--- src/rtl/subtractor_if.sv ---
// subtractor_if: operand/result bundle between a subtractor and its driver
interface subtractor_if;
  logic [31:0] a;
  logic [31:0] b;
  logic        cin;
  logic [31:0] sum;
  logic        cout;
  modport master (output a, b, cin, input sum, cout);
  modport slave (input a, b, cin, output sum, cout);
endinterface

--- src/rtl/subtractor.sv ---
// subtractor: registered A + ~B + Cin using a two-level 32-bit carry-lookahead adder
module subtractor (
  input logic        clk,
  input logic        rst,
  subtractor_if.slave bus
);
  logic [31:0] b_n, g, p, c, sum_d, sum_q;
  logic [7:0]  gg, pg;
  logic [8:0]  gc;
  logic        cout_d, cout_q;
  function automatic logic all_p(input logic [7:0] pv, input int lo, input int hi);
    logic [7:0] m;
    m = (8'hff << lo) & (8'hff >> (7 - hi));
    return &(pv | ~m);
  endfunction
  assign b_n = ~bus.b;
  assign g   = bus.a & b_n;
  assign p   = bus.a ^ b_n;
  for (genvar i = 0; i < 8; i++) begin : grp
    localparam int L = 4 * i;
    assign gg[i]  = g[L+3] | (p[L+3] & g[L+2]) | (p[L+3] & p[L+2] & g[L+1])
                  | (p[L+3] & p[L+2] & p[L+1] & g[L]);
    assign pg[i]  = &p[L+3:L];
    assign c[L]   = gc[i];
    assign c[L+1] = g[L] | (p[L] & gc[i]);
    assign c[L+2] = g[L+1] | (p[L+1] & g[L]) | (p[L+1] & p[L] & gc[i]);
    assign c[L+3] = g[L+2] | (p[L+2] & g[L+1]) | (p[L+2] & p[L+1] & g[L])
                  | (p[L+2] & p[L+1] & p[L] & gc[i]);
  end
  // each group carry is a flat sum of products over lower groups, not a ripple chain
  always_comb begin
    gc[0] = bus.cin;
    for (int j = 0; j < 8; j++) begin
      gc[j+1] = all_p(pg, 0, j) & bus.cin;
      for (int k = 0; k <= j; k++) gc[j+1] = gc[j+1] | (gg[k] & all_p(pg, k + 1, j));
    end
  end
  assign sum_d  = p ^ c;
  assign cout_d = gc[8];
  always_ff @(posedge clk) begin
    if (rst) begin
      sum_q  <= '0;
      cout_q <= 1'b0;
    end else begin
      sum_q  <= sum_d;
      cout_q <= cout_d;
    end
  end
  assign bus.sum  = sum_q;
  assign bus.cout = cout_q;
endmodule

--- src/flat_wrapper.sv ---
// flat-port wrapper written by rule: the top's interface ports become plain ports
module subtractor_flat 
  (clk, rst, bus_a, bus_b, bus_cin, bus_sum, bus_cout);
  subtractor_if bus_i ();
  input logic clk;
  input logic rst;
  input wire logic [$bits(bus_i.a)-1:0] bus_a;
  input wire logic [$bits(bus_i.b)-1:0] bus_b;
  input wire logic [$bits(bus_i.cin)-1:0] bus_cin;
  output wire logic [$bits(bus_i.sum)-1:0] bus_sum;
  output wire logic [$bits(bus_i.cout)-1:0] bus_cout;
  assign bus_i.a = bus_a;
  assign bus_i.b = bus_b;
  assign bus_i.cin = bus_cin;
  assign bus_sum = bus_i.sum;
  assign bus_cout = bus_i.cout;
  subtractor u_core (.clk(clk), .rst(rst), .bus(bus_i));
endmodule
--- config.mk ---
export PLATFORM = sky130hd
export DESIGN_NAME = subtractor_flat
export DESIGN_NICKNAME = d
export VERILOG_FILES = /design/src/rtl/subtractor_if.sv /design/src/rtl/subtractor.sv /design/src/flat_wrapper.sv
export SDC_FILE = /design/constraint.sdc
export NUM_CORES = 1
export LEC_CHECK = 0
export CAP_MARGIN = 20
export CELL_PAD_IN_SITES_DETAIL_PLACEMENT = 1
export CELL_PAD_IN_SITES_GLOBAL_PLACEMENT = 1
export CORE_MARGIN = 2
export CORE_UTILIZATION = 31
export CTS_CLUSTER_SIZE = 25
export DETAILED_ROUTE_END_ITERATION = 6
export GPL_ROUTABILITY_DRIVEN = 0
export PLACE_DENSITY = 0.77
export SYNTH_ARGS = -nofsm -noshare
export SYNTH_HDL_FRONTEND = slang
export SYNTH_SLANG_ARGS = --single-unit
--- constraint.sdc ---
create_clock -name clk -period 4.5 [get_ports clk]
set_input_delay 1.35 -clock clk [delete_from_list [all_inputs] [get_ports clk]]
set_output_delay 1.35 -clock clk [all_outputs]
set_load 0.005 [all_outputs]
; Yosys cells after proc, flatten, opt, wreduce, memory -nomap -nowiden
; Index checks and enable logic that the tools add are counted.
[word_totals]
ff_bits = 33
out_inout_bits = 33
word_cells = 298
[op_classes]
bitwise = 260
n_reduce_logical = 36
[op_table]
columns = operator, n
row1 = 1-bit AND, 148
row2 = 1-bit OR, 108
row3 = 16-bit AND reduction, 5
row4 = 20-bit AND reduction, 4
row5 = 12-bit AND reduction, 6
row6 = 24-bit AND reduction, 3
row7 = 32-bit XOR, 2
row8 = 28-bit AND reduction, 2
row9 = 8-bit AND reduction, 7
row10 = 32-bit AND, 1
row11 = 32-bit NOT, 1
row12 = 32-bit AND reduction, 1
row13 = 4-bit AND reduction, 8

; Logic depth before layout (Yosys ltp)
; Gate-level depths: netlist (run 1).
[logic_depth]
ltp_word = 17
ltp_mapped = 13
depth_no_buf = 13

; Worst setup path after synthesis (run 1)
; No wires, ideal clock.
[synth_timing]
kind = in2reg
startpoint = in bus_b[0]
endpoint = reg u_core.sum_q[20], in the netlist u_core.bus.sum[20]
t_arrival_ps = 3595
setup_slack_ps = 838
stages = 12
n_path_buf = 0
path_cell_list = inv_1 ha_1 a211oi_2 o21bai_2 and4_4 nor2_4 o21ai_1 a31o_2 a21o_1 a21oi_1 fa_1 nor2_1
[synth_via]
elab_chain_cells = 11
[synth_lines]
columns = element, line_no
row1 = "start, declared", flat_wrapper.sv:8  ; input wire logic [$bits(bus_i.b)-1:0] bus_b;
row2 = 32-bit NOT *, subtractor.sv:16  ; assign b_n = ~bus.b;
row3 = "parallel branches: the longest is 4 deep, another holds 32-bit XOR", -
row4 = 1-bit OR * (5 in series), subtractor.sv:35  ; for (int k = 0; k <= j; k++) gc[j+1] = gc[j+1] | (gg[k] & all_p(pg, k + 1, j));
row5 = 32-bit XOR *, subtractor.sv:38  ; assign sum_d = p ^ c;
row6 = "end signal, assigned", subtractor.sv:45  ; sum_q <= sum_d;
row7 = "end, declared", subtractor.sv:7  ; logic [31:0] b_n, g, p, c, sum_d, sum_q;
; Every way passes the cells marked *.
; A chain may end at the register's enable or synchronous reset.

; Final worst setup path (run 1)
[layout_timing]
startpoint = in bus_b[11]
endpoint = reg u_core.sum_q[20], in the netlist u_core.bus.sum[20]
[layout_via]
elab_chain_cells = 11
[layout_lines]
columns = element, line_no
row1 = 32-bit NOT *, subtractor.sv:16
row2 = "parallel branches: the longest is 6 deep, another holds 32-bit XOR", -
row3 = 1-bit OR * (3 in series), subtractor.sv:35
row4 = 32-bit XOR *, subtractor.sv:38
; Marked as above.

==> out/results.tsv, run 1 <==
metric	value	unit
synth-seq-area-share	0.281	
cts_tree	done	
placed_cell_area	0.00346	mm^2
grt_max_degree	24	
die_area	0.00830	mm^2
die_x	91.1	um
final.min_clock_period	4.14	ns
postCtsSetupBuffers	0	
timing.final.crit_share	0.919	
synth_cell_types	44	
peakVddDrop	0.113	mV
cts_made_buffers	5	
numClockSinks	33	
gr-total-overflow	0	
worstSetupPathType	in2reg	
ant_nets	0	
worst_pin_slew	0.700	ns
p_per_area	260	mW/mm^2
root_buffer	clkbuf_8	
syn-num-nets	374	
worstPathRequired	4.73	ns
cap_violations	0	
cp_max_fo	5	
drt_iter0_drc	20	
vias	2172	
p_leak	1.64	nW
synthTopCellsByArea	dfxtp_1 28%, ha_1 17%, inv_1 7.7%	
areaGrowthSynthToFinish	50.9	%
synthFlopType	dfxtp_1	
critPathArrivalTime	4.36	ns
vias_per_cell	4.61	
finalWirelength	6320	um
grt_pass1_wl	10700	um
grt_usage	0.159	
cts.path.max_buffers	2	
synth_edf_count	0	
drc	0	
worstPathCellList	clkdlybuf4s50_1 > inv_1 > ha_1 > a21oi_1 > o21ai_1 > a221oi_1 > o21ai_1 > a31o_2 > a21o_1 > a21oi_1 > fa_1 > nor2_1	
placed_cells	463	
setup_viol	0	
cts-htree-levels	2	
clk_pin_slew_worst_paths	0.07	ns
design_area	0.00355	mm^2
die_y	91.1	um
antenna_cells	0	
drv_slew	0	
start_kind	input pin	
numPortBuffers	99	
synth_commonest_cells	48 x inv_1, 33 x dfxtp_1, 32 x ha_1	
fin_cells	471	
num_rows	31	
max-slew-margin-rel	0.532	
ys.warnings.count	0	
routedWlPerCell	13.4	um
layout-drive-gt1-share	0.0699	
critical-path-slowest-cell	clkdlybuf4s50_1	
synthCells	267	
final_nets	478	
rsz0062_at_grt	false	
outcome	complete, no violations	
seqCellArea	661	um^2
crit_path_end_kind	flop	
cts_resized	0	
cts_hold_buf	0	
syn_area_per_cell	8.81	um^2
min_path_type	in2reg	
max_stage_delay	0.47	ns
initial_core_util	0.322	
grt_pass1_vias	2364	
core_area	0.00729	mm^2
drt_pre_antenna_iters	4	
antenna_found_initial	0	
fill_cells	897	
multiInputGateArea	0.00149	mm^2
synthesis.area	0.00235	mm^2
hpwl	5390	um
hold_viol_final	0	
finalSetupTns	0	ns
synth_most_common_cell	inv_1	
synth_top_area_frac	0.281	
async_reset_ff_frac	0	
fmax	0.242	GHz
ys_ff_latch	33	
ios	100	
synth_top_area_cell	dfxtp_1	
## layout by cell type, fill, tap and decap left out, types with 5 or more instances in the layout
| cell | n |
|---|---|
| fa_1 | 8 |
| inv_1 | 48 |
| xor2_1 | 7 |
| a21o_1 | 8 |
| ha_1 | 32 |
| nor3_1 | 6 |
| clkdlybuf4s50_1 | 99 |
| dfxtp_1 | 33 |
| xnor2_1 | 7 |
| nand2_1 | 6 |
| nand2b_1 | 5 |
| nor2_1 | 29 |
| clkbuf_8 | 5 |
| a21oi_1 | 14 |
| nor2b_1 | 9 |
## layout make-up
type                       instances  share of cell area
multi-input combinational        182               0.421
sequential                        33               0.186
clock buffer                       6              0.0205
timing repair buffer             101               0.284
inverter                          48              0.0508
clock inverter                     2             0.00282
tap                               99              0.0349
## logic make-up after synthesis
family                     count (synthesis)  share of synthesized area
AOI/OAI and AO/OA                         54                      0.166
xor gates and xnor gates                  14                     0.0522
adders and majority gates                 40                      0.238
buffers and inverters                     52                     0.0836
DFF                                       33                      0.281
muxes                                      6                     0.0282
and+or+nand+nor                           68                      0.151
## flip-flops by register name, indices dropped and copies added, names as in the netlist
name / count
u_core.bus.sum: 32
u_core.bus.cout: 1
## critical path, delay by kind of cell
kind	cells	cell delay, ns
AO/OA/AOI/OAI	7	1.61
adder cells (fa/ha/maj)	2	0.78
buffers and inverters	2	0.51
AND/OR/NAND/NOR	1	0.11
## worst paths after layout
kind / from / to / slack [ns] / depth (start not counted)
setup / recovery: bus_b[11] / u_core.bus.sum[20] / 0.36 / 12
hold / removal: bus_a[8] / u_core.bus.sum[8] / 1.81 / 4
## through the flow
step                worst slack (ns)  total power, mW   util  hold slack, ns
floorplan                      0.838            0.528      -            1.58
global placement               0.198            0.701  0.475            2.05
detailed placement             0.102            0.714  0.475            2.06
CTS                            0.401            0.945  0.486            1.80
global route                   0.243            0.996  0.486            1.84
finish                         0.363            0.924  0.486            1.81
## report_power, final
part,internal (mW),switching (mW)
clock,0.107,0.114
sequential,0.332,0.0116
combinational,0.211,0.147
## metal layers
layer  part of all wire  vias to the layer above  track usage
met1               0.40                     1009        0.174
met3              0.053                       10       0.0398
li1                   -                     1093            -
met2               0.52                       60        0.295
met5                  0                        -            0
met4              0.020                        0       0.0543
Power figures use the tool's default switching activity.
==> run 2, diff against run 1 <==
Settings changed: ABC_CLOCK_PERIOD_IN_PS from default to 4500.
==> results of run 2 <==
Same layout as run 1: the final DEF is identical, and so are final timing and power.
